==> config.mk <==
export PLATFORM = sky130hd
export DESIGN_NAME = conv_window_gen_flat
export DESIGN_NICKNAME = d
export VERILOG_FILES = /design/src/rtl/conv_window_gen_if.sv /design/src/rtl/conv_window_gen.sv /design/src/flat_wrapper.sv
export SDC_FILE = /design/constraint.sdc
export NUM_CORES = 1
export LEC_CHECK = 0
export ABC_CLOCK_PERIOD_IN_PS = 3150
export BUFFER_PORTS_ARGS = -buffer_cell sky130_fd_sc_hd__buf_2
export CORE_UTILIZATION = 36
export CTS_BUF_LIST = sky130_fd_sc_hd__clkbuf_4
export DETAILED_ROUTE_END_ITERATION = 8
export PLACE_DENSITY = 0.55
export RECOVER_POWER = 25
export SLEW_MARGIN = 20
export SYNTH_ARGS = -nofsm -noshare
export SYNTH_HDL_FRONTEND = slang
export SYNTH_SLANG_ARGS = --single-unit
==> constraint.sdc <==
create_clock -name clk -period 3.15 [get_ports clk]
set_input_delay 0.63 -clock clk [delete_from_list [all_inputs] [get_ports clk]]
set_output_delay 0.63 -clock clk [all_outputs]
set_load 0.05 [all_outputs]
==> src/rtl/conv_window_gen_if.sv <==
// Pixel-in / window-out bundle for conv_window_gen.
//   master : pixel source and window consumer (drives flush, in_valid, in_data)
//   slave  : window generator (drives win0..win8, win_valid, frame_done)
interface conv_window_gen_if #(
  parameter int unsigned DATA_W = 8
);
  logic              flush;
  logic              in_valid;
  logic [DATA_W-1:0] in_data;
  logic [DATA_W-1:0] win0, win1, win2, win3, win4, win5, win6, win7, win8;
  logic              win_valid;
  logic              frame_done;

  modport master (
    output flush, in_valid, in_data,
    input  win0, win1, win2, win3, win4, win5, win6, win7, win8,
    input  win_valid, frame_done
  );

  modport slave (
    input  flush, in_valid, in_data,
    output win0, win1, win2, win3, win4, win5, win6, win7, win8,
    output win_valid, frame_done
  );
endinterface

==> src/rtl/conv_window_gen.sv <==
// Streaming 3x3 sliding-window generator, stride 1, no padding.
// Takes one raster-order pixel per accepted cycle, keeps the two previous rows
// in line buffers and presents the nine taps of each complete window in parallel.
// Ports:
//   clk, rst_n  clock, asynchronous active-low reset
//   bus.slave   flush / in_valid / in_data in; win0..win8 (row-major,
//               win0 = top-left), win_valid, frame_done out, all registered
module conv_window_gen #(
  parameter int unsigned DATA_W = 8,
  parameter int unsigned IMG_W  = 28,
  parameter int unsigned IMG_H  = 28
) (
  input  logic             clk,
  input  logic             rst_n,
  conv_window_gen_if.slave bus
);

  localparam int unsigned COL_W = $clog2(IMG_W);
  localparam int unsigned ROW_W = $clog2(IMG_H);
  localparam int unsigned NTAPS = 9;

  logic [COL_W-1:0]  col;
  logic [ROW_W-1:0]  row;
  logic [DATA_W-1:0] lb0 [IMG_W];   // row r-1
  logic [DATA_W-1:0] lb1 [IMG_W];   // row r-2
  logic [DATA_W-1:0] win_q [NTAPS];
  logic              win_valid_q;
  logic              frame_done_q;

  logic              accept_c;
  logic              last_col_c;
  logic              last_row_c;
  logic              full_win_c;
  logic [DATA_W-1:0] top_c;
  logic [DATA_W-1:0] mid_c;

  // Accept qualification and position decode for the pixel on the bus
  always_comb begin
    accept_c   = bus.in_valid && !bus.flush;
    last_col_c = (col == COL_W'(IMG_W - 1));
    last_row_c = (row == ROW_W'(IMG_H - 1));
    // col>=2 gating keeps windows that straddle a row wrap from being flagged
    full_win_c = (row >= ROW_W'(2)) && (col >= COL_W'(2));
    top_c      = lb1[col];
    mid_c      = lb0[col];
  end

  // Raster position counters; wrap straight into the next frame
  always_ff @(posedge clk or negedge rst_n) begin
    if (!rst_n) begin
      col <= '0;
      row <= '0;
    end else if (bus.flush) begin
      col <= '0;
      row <= '0;
    end else if (accept_c) begin
      if (last_col_c) begin
        col <= '0;
        row <= last_row_c ? '0 : row + ROW_W'(1);
      end else begin
        col <= col + COL_W'(1);
      end
    end
  end

  // Line buffers: contents are don't-care after reset, so no reset branch
  always_ff @(posedge clk) begin
    if (accept_c) begin
      lb1[col] <= lb0[col];
      lb0[col] <= bus.in_data;
    end
  end

  // Window array shifts left; new tap column enters on the right
  always_ff @(posedge clk or negedge rst_n) begin
    if (!rst_n) begin
      for (int i = 0; i < NTAPS; i++) win_q[i] <= '0;
    end else if (accept_c) begin
      win_q[0] <= win_q[1];
      win_q[1] <= win_q[2];
      win_q[2] <= top_c;
      win_q[3] <= win_q[4];
      win_q[4] <= win_q[5];
      win_q[5] <= mid_c;
      win_q[6] <= win_q[7];
      win_q[7] <= win_q[8];
      win_q[8] <= bus.in_data;
    end
  end

  // Window strobes; low after any non-accept cycle
  always_ff @(posedge clk or negedge rst_n) begin
    if (!rst_n) begin
      win_valid_q  <= 1'b0;
      frame_done_q <= 1'b0;
    end else begin
      win_valid_q  <= accept_c && full_win_c;
      frame_done_q <= accept_c && last_col_c && last_row_c;
    end
  end

  assign bus.win0       = win_q[0];
  assign bus.win1       = win_q[1];
  assign bus.win2       = win_q[2];
  assign bus.win3       = win_q[3];
  assign bus.win4       = win_q[4];
  assign bus.win5       = win_q[5];
  assign bus.win6       = win_q[6];
  assign bus.win7       = win_q[7];
  assign bus.win8       = win_q[8];
  assign bus.win_valid  = win_valid_q;
  assign bus.frame_done = frame_done_q;

endmodule

==> src/flat_wrapper.sv <==
// flat-port wrapper written by rule: the top's interface ports become plain ports
module conv_window_gen_flat 
#(
  parameter int unsigned DATA_W = 8,
  parameter int unsigned IMG_W  = 28,
  parameter int unsigned IMG_H  = 28
)
  (clk, rst_n, bus_flush, bus_in_valid, bus_in_data, bus_win0, bus_win1, bus_win2, bus_win3, bus_win4, bus_win5, bus_win6, bus_win7, bus_win8, bus_win_valid, bus_frame_done);
  conv_window_gen_if #(.DATA_W(DATA_W)) bus_i ();
  input  logic clk;
  input  logic rst_n;
  input wire logic [$bits(bus_i.flush)-1:0] bus_flush;
  input wire logic [$bits(bus_i.in_valid)-1:0] bus_in_valid;
  input wire logic [$bits(bus_i.in_data)-1:0] bus_in_data;
  output wire logic [$bits(bus_i.win0)-1:0] bus_win0;
  output wire logic [$bits(bus_i.win1)-1:0] bus_win1;
  output wire logic [$bits(bus_i.win2)-1:0] bus_win2;
  output wire logic [$bits(bus_i.win3)-1:0] bus_win3;
  output wire logic [$bits(bus_i.win4)-1:0] bus_win4;
  output wire logic [$bits(bus_i.win5)-1:0] bus_win5;
  output wire logic [$bits(bus_i.win6)-1:0] bus_win6;
  output wire logic [$bits(bus_i.win7)-1:0] bus_win7;
  output wire logic [$bits(bus_i.win8)-1:0] bus_win8;
  output wire logic [$bits(bus_i.win_valid)-1:0] bus_win_valid;
  output wire logic [$bits(bus_i.frame_done)-1:0] bus_frame_done;
  assign bus_i.flush = bus_flush;
  assign bus_i.in_valid = bus_in_valid;
  assign bus_i.in_data = bus_in_data;
  assign bus_win0 = bus_i.win0;
  assign bus_win1 = bus_i.win1;
  assign bus_win2 = bus_i.win2;
  assign bus_win3 = bus_i.win3;
  assign bus_win4 = bus_i.win4;
  assign bus_win5 = bus_i.win5;
  assign bus_win6 = bus_i.win6;
  assign bus_win7 = bus_i.win7;
  assign bus_win8 = bus_i.win8;
  assign bus_win_valid = bus_i.win_valid;
  assign bus_frame_done = bus_i.frame_done;
  conv_window_gen #(.DATA_W(DATA_W), .IMG_W(IMG_W), .IMG_H(IMG_H)) u_core (.clk(clk), .rst_n(rst_n), .bus(bus_i));
endmodule
==> out/metrics.cfg, run 1 <==
[routing]
ant_nets=0
first_pass_iters=5
num_vias=11776
drt_wl_total_um=51540
drtIter0Drc=854
wl_per_cell_um=22.19
viasPerCell=5.069
route.detailed.drc=0

[flow_run]
cap_violations=4

[floorplanning]
ios=86
rows=87
die_h_um=241.6
core_um2=56500
die_area_um2=58360
dieWidth_um=241.6
start_util=0.3657

[sta]
setup_violations=0
report.final.slew_viol_count=135
worstMarginPinSlew_ns=1.909
setup_slack_ns=0.3586
fin_crit_ns=2.791
rsz0062_at_grt=false
fmax_mhz=358.2
finalCritPeriodShare=0.8862
finalHoldViolCount=0
fin_hold_ws_ns=0.2500
max_slew_margin=-0.2726
tns_ns=0
fin_skew_ns=0.05419

[clocking]
clock-sinks=532
clk_pin_slew_ns=0.06
cts_root_buf=clkbuf_4
cts_tree=built
cts_resized=0
numCtsBuffers=139
postCtsSetupBuffers=0
htree_levels=4
clock_path_buffers=3
worstSkewPairLatency_ns=0.85

[global_route]
grt_max_degree=57
grt_overflow=0
grt_pass1_wl_um=77830
gr-usage-all-layers=0.1801
grt_pass1_vias=12234
antenna_found_initial=2

[yosys]
synth_nets=1225
ys_ff_latch=532
ys_async_sr_fraction=0.1579
netlist_area_um2=20660
synthFlopType=edfxtp_1
synth_area_per_cell_um2=17.13
synth_edf_count=448
synth_cells=1206
synthDistinctLibCells=55
ys_warn_count=0
synth-seq-area-share=0.7528

[worst_setup_path]
slowest_delay_ns=0.71
critPathMaxFanout=28
critPathKind=reg2reg
arrival_ns=3.33
end_kind=flip-flop
required_ns=3.69
crit_path_cell_trace=mux4_2 > a211oi_1 > nand3_1 > a221o_1 > buf_4
slowest_stage=dfrtp_4
cp-start-kind=flip-flop

[status]
violations=capacitance limit, slew limit
status=finished, violations left

[place]
pre_cts_slack_ns=0.3642
place_hpwl_um=33290
port_buffers=85
dp_cells=2077
gp_congestion=0.8346
place_area_um2=22520

[cells_and_area]
instances_no_fill=2323
seqCellArea_um2=15560
finalNetCount=1482
fin_area_um2=24300
multiInputGateArea_um2=4725
fin_util=0.4302
area_growth_syn_to_layout_pct=17.63
fillers=5116
drive_gt1_frac=0.3005

[pwr]
combPwrFrac=0.104
power.leakage_nw=8.658
p_sw_mw=4.030
sw_frac_of_total=0.2568
power.share.clock=0.382
p_int_mw=11.66
peakVddDrop_uv=300.2
power_frac_seq=0.513
power_density_nw_per_um2=645.7
power_mw=15.69

[hold_path]
timing.hold.worst.class=in2reg

-- logic make-up (layout without fill, tap and decap cells) --
| group | Yosys count | after routing | synth area share |
|---|---|---|---|
| compound gates | 100 | 100 | 0.03270 |
| xor+xnor | 4 | 4 | 0.001695 |
| fa+ha+maj | 7 | 7 | 0.004239 |
| buf+inv | 70 | 428 | 0.01889 |
| flops | 532 | 532 | 0.7528 |
| mux | 174 | 174 | 0.1234 |
| other cells | 0 | 3 | 0 |
| simple gates | 319 | 319 | 0.06631 |
-- layer usage --
metal / track usage / routed length [µm] / vias to the layer above
met1: 0.2442 / 22740 / 6074
li1: - / - / 5267
met5: 0 / 0 / -
met2: 0.2886 / 25160 / 377
met4: 0.05508 / 731 / 0
met3: 0.04062 / 2907 / 58
-- worst max-delay path, delay by kind of cell (launching register included) --
kind / cells / cell delay (ns)
compound gates: 2 / 0.79
flops: 1 / 0.71
mux: 1 / 0.55
buf+inv: 1 / 0.22
simple gates: 1 / 0.19
-- cell usage after synthesis (2+ instances only) --
library cell | count | share of area
a211oi_1 | 7 | 0.0025
a21oi_1 | 7 | 0.0017
a221o_1 | 4 | 0.0019
a22oi_1 | 16 | 0.0058
a31oi_1 | 8 | 0.0024
a32oi_1 | 2 | 0.00085
buf_1 | 5 | 0.00091
buf_12 | 2 | 0.0019
buf_2 | 22 | 0.0053
buf_4 | 6 | 0.0022
buf_6 | 6 | 0.0033
clkbuf_1 | 25 | 0.0045
dfrtp_1 | 84 | 0.10
edfxtp_1 | 448 | 0.65
ha_1 | 7 | 0.0042
inv_1 | 4 | 0.00073
mux2_2 | 11 | 0.0060
mux2_4 | 2 | 0.0015
mux2i_1 | 99 | 0.048
mux4_1 | 2 | 0.0025
mux4_2 | 60 | 0.065
nand2_1 | 203 | 0.037
nand2b_1 | 6 | 0.0018
nand3_1 | 21 | 0.0051
nand3b_1 | 3 | 0.0011
nand4_1 | 2 | 0.00061
nor2_1 | 52 | 0.0094
nor2b_1 | 6 | 0.0018
nor3_1 | 3 | 0.00073
nor4_1 | 7 | 0.0021
o21ai_0 | 14 | 0.0034
o22a_1 | 2 | 0.00085
o22ai_1 | 33 | 0.010
or4_1 | 2 | 0.00073
or4b_2 | 2 | 0.00097
xor2_1 | 4 | 0.0017
-- final cells by class --
class                           count  share of cell area
Antenna cell                        3           0.0003089
Tap cell                          756             0.03892
Clock inverter                     34            0.009627
Inverter                            4           0.0006178
Sequential cell                   532              0.6403
Clock buffer                      208             0.06425
Timing Repair Buffer              182             0.05158
Multi-Input combinational cell    604              0.1944
-- power groups by stage --
stage | Sequential (mW) | Clock [mW] | Combinational (mW)
floorplan | 8.73 | 0 | 0.570
global placement | 8.20 | 0 | 1.65
detailed placement | 8.21 | 0 | 1.66
CTS | 8.06 | 6.21 | 1.66
global route | 8.08 | 6.58 | 1.74
finish | 8.06 | 6.00 | 1.64
-- flip-flops by register name, indices dropped and copies added (netlist names) --
register / flops
u_core.row: 5
u_core.bus.win1: 8
u_core.col: 5
u_core.bus.win8: 8
u_core.lb0: 224
u_core.bus.win3: 8
u_core.bus.win_valid: 1
u_core.bus.frame_done: 1
u_core.bus.win6: 8
u_core.bus.win7: 8
u_core.bus.win0: 8
u_core.bus.win2: 8
u_core.bus.win4: 8
u_core.lb1: 224
u_core.bus.win5: 8
-- cell usage in the layout (no fill, tap or decap), types with 2 or more instances in the layout --
master     instances
or4_1              2
mux4_2            60
or4b_2             2
buf_2             75
buf_12             9
a22oi_1           16
mux2_4             2
ha_1               7
edfxtp_1         448
clkbuf_1          10
dfrtp_1           82
dfrtp_4            2
nand4_1            2
nor2_1            52
inv_1              4
bufinv_16          4
nor3_1             3
nor2b_1            5
o22a_1             2
clkinv_1          27
clkbuf_4         208
inv_2              2
a31oi_1            8
nand3_1           21
buf_4             86
a21oi_1            7
o22ai_1           33
xor2_1             4
nand2b_1           6
a211oi_1           7
nand3b_1           3
a32oi_1            2
mux4_1             2
a221o_1            4
nand2_1          203
nor4_1             7
mux2_2            11
diode_2            3
mux2i_1           99
o21ai_0           14
-- repair_timing --
item                                   4_1_cts  5_1_grt
endpoints found under the hold margin       37        0
setup endpoints to repair                    0        0
hold buffers                                 1        0
-- path summary, 6_finish.rpt --
kind / from / end / slack (ns) / cells past startpoint
worst max register to register: u_core.col[0]$_DFFE_PN0P_ / u_core.lb1[8][0]$_DFFE_PP_ / 0.36 / 5
worst min-delay path: bus_in_valid / u_core.col[1]$_DFFE_PN0P_ / 0.25 / 3
worst max-delay path: u_core.col[0]$_DFFE_PN0P_ / u_core.lb1[8][0]$_DFFE_PP_ / 0.36 / 5
max in group asynchronous: rst_n / u_core.bus.win7[1]$_DFFE_PN0P_ / 1.23 / 3
min in group asynchronous: rst_n / u_core.bus.win1[7]$_DFFE_PN0P_ / 0.31 / 2
worst min register to register: u_core.bus.win3[4]$_DFFE_PN0P_ / u_core.bus.win3[4]$_DFFE_PN0P_ / 0.47 / 2
Power figures use the tool's default switching activity.
==> run 2: changes to the inputs <==
PLACE_DENSITY = 0.54   (was 0.55)
==> out/metrics.cfg, run 2 (synthesis gave the netlist of run 1 again) <==
[status]
status=finished, violations left
violations=capacitance limit, slew limit

[worst_setup_path]
reg2reg_depth=5  ; unchanged
end_kind=flip-flop
arrival_ns=3.74  ; +0.41 ns
critPathMaxFanout=29  ; +3.6%
cp-start-kind=flip-flop
r2r_start=u_core.col[0]$_DFFE_PN0P_
critPathKind=reg2reg
required_ns=3.95  ; +0.26 ns
rrSetupSlack_ns=0.22  ; -0.14 ns
rr_endpoint=u_core.bus.win5[4]$_DFFE_PN0P_

[clocking]
htree_levels=4  ; unchanged
worstSkewPairLatency_ns=0.95  ; +0.10 ns
clock_path_buffers=3  ; unchanged
clock-sinks=532  ; unchanged
cts_tree=built
postCtsSetupBuffers=0  ; unchanged
numCtsBuffers=140  ; +0.72%
clk_pin_slew_ns=0.06  ; about the same
cts_root_buf=clkbuf_4

[place]
gp_congestion=0.7729  ; -7.4%
port_buffers=85  ; unchanged
place_hpwl_um=32590  ; -2.1%

[floorplanning]
core_um2=56500  ; unchanged
rows=87  ; unchanged
start_util=0.3657  ; unchanged
die_h_um=241.6  ; unchanged
die_area_um2=58360  ; unchanged
ios=86  ; unchanged
dieWidth_um=241.6  ; unchanged

[routing]
drtIter0Drc=858  ; +0.47%
drt_wl_total_um=51340  ; -0.39%
wl_per_cell_um=22.17  ; about the same
route.detailed.drc=0  ; unchanged
viasPerCell=5.052  ; -0.34%
num_vias=11701  ; -0.64%
ant_nets=0  ; unchanged
first_pass_iters=5  ; unchanged

[global_route]
grt_max_degree=64  ; +12%
antenna_found_initial=2  ; unchanged
grt_pass1_wl_um=76600  ; -1.6%
grt_overflow=0  ; unchanged
grt_pass1_vias=12072  ; -1.3%
gr-usage-all-layers=0.1794  ; -0.0006971

[pwr]
combPwrFrac=0.103  ; about the same
p_int_mw=11.87  ; +1.8%
power.share.clock=0.392  ; +0.010
power_density_nw_per_um2=654.5  ; +1.4%
power.leakage_nw=8.679  ; +0.24%
power_frac_seq=0.505  ; -0.008
p_sw_mw=4.083  ; +1.3%
peakVddDrop_uv=309.7  ; +3.2%
sw_frac_of_total=0.2559  ; -0.0008666

[sta]
finalCritPeriodShare=0.9313  ; +0.04516
finalHoldViolCount=0  ; unchanged
rsz0062_at_grt=false
report.final.slew_viol_count=144  ; +6.7%
worstMarginPinSlew_ns=1.640  ; -0.2685 ns
setup_violations=0  ; unchanged
fin_skew_ns=0.06172  ; +0.007526 ns
tns_ns=0  ; unchanged
fmax_mhz=340.9  ; -4.8%
fin_crit_ns=2.934  ; +0.1422 ns
max_slew_margin=-0.09354  ; +0.1790

[cells_and_area]
seqCellArea_um2=15560  ; unchanged
drive_gt1_frac=0.3019  ; +0.001351
biggestRegsByFlops=u_core.lb0 x224, u_core.lb1 x224
finalNetCount=1479  ; -0.20%
layout_commonest_cell=edfxtp_1
fin_util=0.4315  ; +0.001329
area_growth_syn_to_layout_pct=17.99
mostFrequentLayoutCells=edfxtp_1, clkbuf_4, nand2_1, mux2i_1, dfrtp_1
multiInputGateArea_um2=4727  ; about the same
fillers=5080  ; -0.70%

[hold_path]
hp-start=bus_in_valid
min_to=u_core.col[1]$_DFFE_PN0P_
min_path_cells=3  ; unchanged
timing.hold.worst.class=in2reg

[flow_run]
cap_violations=6  ; +2

run 2: cell count changes in the layout (fill, tap and decap cells not counted), moves of 2 or more:
cell       previous run  this run
inv_2                 2         5
buf_4                86        78
buf_12                9        12
clkinv_1             27        21
bufinv_16             4         7
clkbuf_4            208       206
run 2: cell type report:
cell class	instances	share of cell area
Antenna cell	3	0.0003079
Clock buffer	205	0.06313
Clock inverter	34	0.01293
Inverter	4	0.0006159
Multi-Input combinational cell	604	0.1939
Sequential cell	532	0.6383
Tap cell	756	0.03880
Timing Repair Buffer	178	0.05199
run 2: metal layers:
metal,global-route usage,routed length [µm]
met1,0.2385,22910
met2,0.2802,24540
met4,0.08449,1261
met5,0,0
met3,0.03973,2628
run 2: repair_timing:
item | in CTS | in global routing
hold endpoints to repair | 86 | 0
gates resized for setup | 0 | 0
hold buffers | 2 | 0
endpoints found under the setup margin | 0 | 0
run 2: how the worst max path moves through the flow:
stage	startpoint	to	slack, ns
after detailed placement	u_core.col[0]$_DFFE_PN0P_	u_core.bus.win5[4]$_DFFE_PN0P_	0.16
after global routing	u_core.col[0]$_DFFE_PN0P_	u_core.bus.win5[4]$_DFFE_PN0P_	0.13
after floorplan	bus_in_valid	u_core.lb0[0][0]$_DFFE_PP_	0.43
after global placement	u_core.col[0]$_DFFE_PN0P_	u_core.bus.win5[4]$_DFFE_PN0P_	0.15
after CTS	u_core.col[0]$_DFFE_PN0P_	u_core.bus.win5[4]$_DFFE_PN0P_	0.14
final	u_core.col[0]$_DFFE_PN0P_	u_core.bus.win5[4]$_DFFE_PN0P_	0.22
run 2: worst max-delay path, cell delays in order, from the launching register on:
cell and delay (ns):
dfrtp_4 0.74, mux4_2 0.62, a211oi_1 0.54, nand3_1 0.27, buf_4 0.30, mux2_2 0.30
run 2: metrics by stage:
stage / cells / worst slack, ns / power, mW / hold WS (ns) / cell area (µm²)
after floorplan: 1206 / 0.4288 / 9.303 / 0.3344 / 20660
after global placement: 2072 / 0.1455 / 9.851 / 0.4524 / 22520
after detailed placement: 2072 / 0.1617 / 9.868 / 0.4567 / 22520
after CTS: 2313 / 0.1370 / 16.19 / 0.03633 / 24400
after global routing: 2316 / 0.1259 / 16.65 / 0.09326 / 24380
final: 2316 / 0.2164 / 15.96 / 0.1610 / 24380
run 2: power by group through the flow:
stage	combinational [mW]	clock [mW]	sequential, mW
2_1_floorplan	0.570	0	8.73
3_3_place_gp	1.66	0	8.19
3_5_place_dp	1.67	0	8.20
4_1_cts	1.67	6.47	8.05
5_1_grt	1.74	6.83	8.08
6_report	1.65	6.26	8.05
==> run 3: changes to the inputs <==
ABC_AREA = 1   (was not set)
==> out/metrics.cfg, run 3 <==
[clocking]
clock-sinks=532  ; unchanged
clock_path_buffers=3  ; unchanged
worstSkewPairLatency_ns=0.97  ; +0.02 ns
postCtsSetupBuffers=0  ; unchanged
numCtsBuffers=139  ; -0.71%
cts_tree=built
cts_root_buf=clkbuf_4
htree_levels=4  ; unchanged
clk_pin_slew_ns=0.06  ; about the same

[worst_setup_path]
crit_path_cell_trace=inv_6 > buf_12 > nand2_1 > nand3_1 > nand2_1 > nand2_1 > nand2_1 > nand2_1 > nand3_2 > buf_12
slowest_delay_ns=0.52  ; -0.22 ns
required_ns=3.81  ; -0.14 ns
worst_path_most_repeated_cell=nand2_1
arrival_ns=3.35  ; -0.39 ns
r2r_start=u_core.col[0]$_DFFE_PN0P_
cp-start-kind=flip-flop
critPathMaxFanout=64  ; +120%
slowest_stage=dfrtp_4
startpoint=u_core.col[0]$_DFFE_PN0P_
cp_top_family=buffers and inverters
critPathKind=reg2reg
path_buf_inv=3  ; +2
end_kind=flip-flop

[cells_and_area]
fin_area_um2=26050  ; +6.9%
instances_no_fill=3357  ; +45%
mostFrequentLayoutCells=nand2_1, edfxtp_1, inv_1, clkbuf_4, nand3_1
area_growth_syn_to_layout_pct=15.58
fin_util=0.4214  ; -0.01015
fillers=6000  ; +18%
drive_gt1_frac=0.1592  ; -0.1427
biggestRegsByFlops=u_core.lb0 x224, u_core.lb1 x224
layout_commonest_cell=nand2_1
finalNetCount=2441  ; +65%

[sta]
setup_violations=0  ; unchanged
fin_crit_ns=2.690  ; -0.2434 ns
finalCritPeriodShare=0.8540  ; -0.07727
rsz0062_at_grt=false
worstMarginPinSlew_ns=1.811  ; +0.1710 ns
setup_slack_ns=0.4598  ; +0.2434 ns
fin_skew_ns=0.06268  ; +0.0009681 ns
finalHoldViolCount=0  ; unchanged
tns_ns=0  ; unchanged
max_slew_margin=-0.2075  ; -0.1140
fin_hold_ws_ns=0.2132  ; +0.05218 ns
fmax_mhz=371.7  ; +9.0%
report.final.slew_viol_count=240  ; +67%

[place]
port_buffers=85  ; unchanged
pre_cts_slack_ns=0.4854  ; +0.3236 ns
place_area_um2=24210  ; +7.5%
place_hpwl_um=36390  ; +12%
dp_cells=3113  ; +50%
gp_congestion=0.8249  ; +6.7%

[yosys]
netlist_area_um2=22540  ; +9.1%
synthFlopType=edfxtp_1
yosys.area.top_type=edfxtp_1
synth_area_per_cell_um2=10.18  ; -41%
synthTopCellsByArea=edfxtp_1, nand2_1, dfrtp_1, inv_1, nand3_1
yosysTopAreaCellShare=0.5968  ; -0.05425
synthDistinctLibCells=30  ; -45%
ys_async_sr_fraction=0.1579  ; unchanged
ys_ff_latch=532  ; unchanged
synth.most_common_cell=nand2_1
ys_warn_count=0  ; unchanged
synth_common_cells=nand2_1, edfxtp_1, inv_1
synth_cells=2215  ; +84%
synth-seq-area-share=0.6901  ; -0.06272
synth_nets=2234  ; +82%
synth_edf_count=448  ; unchanged

[floorplanning]
die_area_um2=63620  ; +9.0%
core_um2=61830  ; +9.4%
ios=86  ; unchanged
start_util=0.3646  ; -0.001154
die_h_um=252.2  ; +4.4%
rows=91  ; +4.6%
dieWidth_um=252.2  ; +4.4%

[routing]
viasPerCell=4.647  ; -8.0%
drtIter0Drc=1281  ; +49%
drt_wl_total_um=60740  ; +18%
first_pass_iters=7  ; +2
wl_per_cell_um=18.09  ; -18%
num_vias=15600  ; +33%
route.detailed.drc=0  ; unchanged
ant_nets=0  ; unchanged

[pwr]
peakVddDrop_uv=480.5  ; +55%
power_mw=20.95  ; +31%
power_density_nw_per_um2=804.0  ; +23%
power.leakage_nw=11.48  ; +32%

[hold_path]
timing.hold.worst.class=in2async

[status]
violations=capacitance limit, slew limit
status=finished, violations left

[global_route]
antenna_found_initial=2  ; unchanged
grt_overflow=0  ; unchanged
grt_pass1_vias=15569  ; +29%
grt_pass1_wl_um=92390  ; +21%
grt_max_degree=99  ; +55%
gr-usage-all-layers=0.1967  ; +0.01723

[flow_run]
cap_violations=8  ; +2

## run 3: changes by cell type after synthesis, sizes merged, moves of 8 or more
cell	delta
mux4	-62
nand2	+713
nor2	+54
a31oi	-8
inv	+278
a21oi	+9
nand3	+136
mux2i	-99
o21ai	+63
mux2	-13
a22oi	-16
buf	+28
o22ai	-31
## run 3: worst paths after layout
kind / depth (start not counted) / slack [ns] / to
max reg2reg: 10 / 0.46 / u_core.lb1[8][5]$_DFFE_PP_
min: 2 / 0.21 / u_core.bus.win3[7]$_DFFE_PN0P_
min in group clk: 2 / 0.48 / u_core.bus.win0[4]$_DFFE_PN0P_
max in group asynchronous: 3 / 1.32 / u_core.row[0]$_DFFE_PN0P_
min reg2reg: 2 / 0.48 / u_core.bus.win0[4]$_DFFE_PN0P_
max: 10 / 0.46 / u_core.lb1[8][5]$_DFFE_PP_
## run 3: timing repair
item                                   in CTS  in global routing
hold buffers                                5                  0
setup endpoints to repair                   0                  0
endpoints found under the hold margin      41                  0
gates resized for setup                     0                  0
## run 3: power by group
group | total (mW) | leakage (nW) | switching, mW | internal, mW
logic | 5.99 | 5.33 | 4.43 | 1.55
clock network | 6.16 | 1.07 | 2.77 | 3.39
registers | 8.80 | 5.08 | 0.246 | 8.56
total | 20.9 | 11.5 | 7.45 | 13.5
## run 3: layout make-up
type,count,area [µm²],area share
diodes,1,2.502,0.00009605
inverters,284,1074,0.04121
well taps,837,1047,0.04020
clock buffers,206,1546,0.05936
multi-input cells,1299,5380,0.2065
repair buffers,166,1174,0.04505
flip-flops and latches,532,15560,0.5973
clock inverters,32,266.5,0.01023
## run 3: cells by family after synthesis
family / after synthesis / share of synthesized area
AND/OR/NAND/NOR: 1191 / 0.2112
flip-flops: 532 / 0.6901
buffers and inverters: 384 / 0.07122
AO/OA/AOI/OAI: 97 / 0.02204
adder cells (fa/ha/maj): 7 / 0.003885
XOR/XNOR: 4 / 0.001554
## run 3: layer usage
metal	global-route usage	routed length, µm	vias up
met5	0	0	-
met4	0.08589	1869	0
met3	0.04655	3052	110
met2	0.3214	29670	434
met1	0.2487	26160	7491
li1	-	-	7565
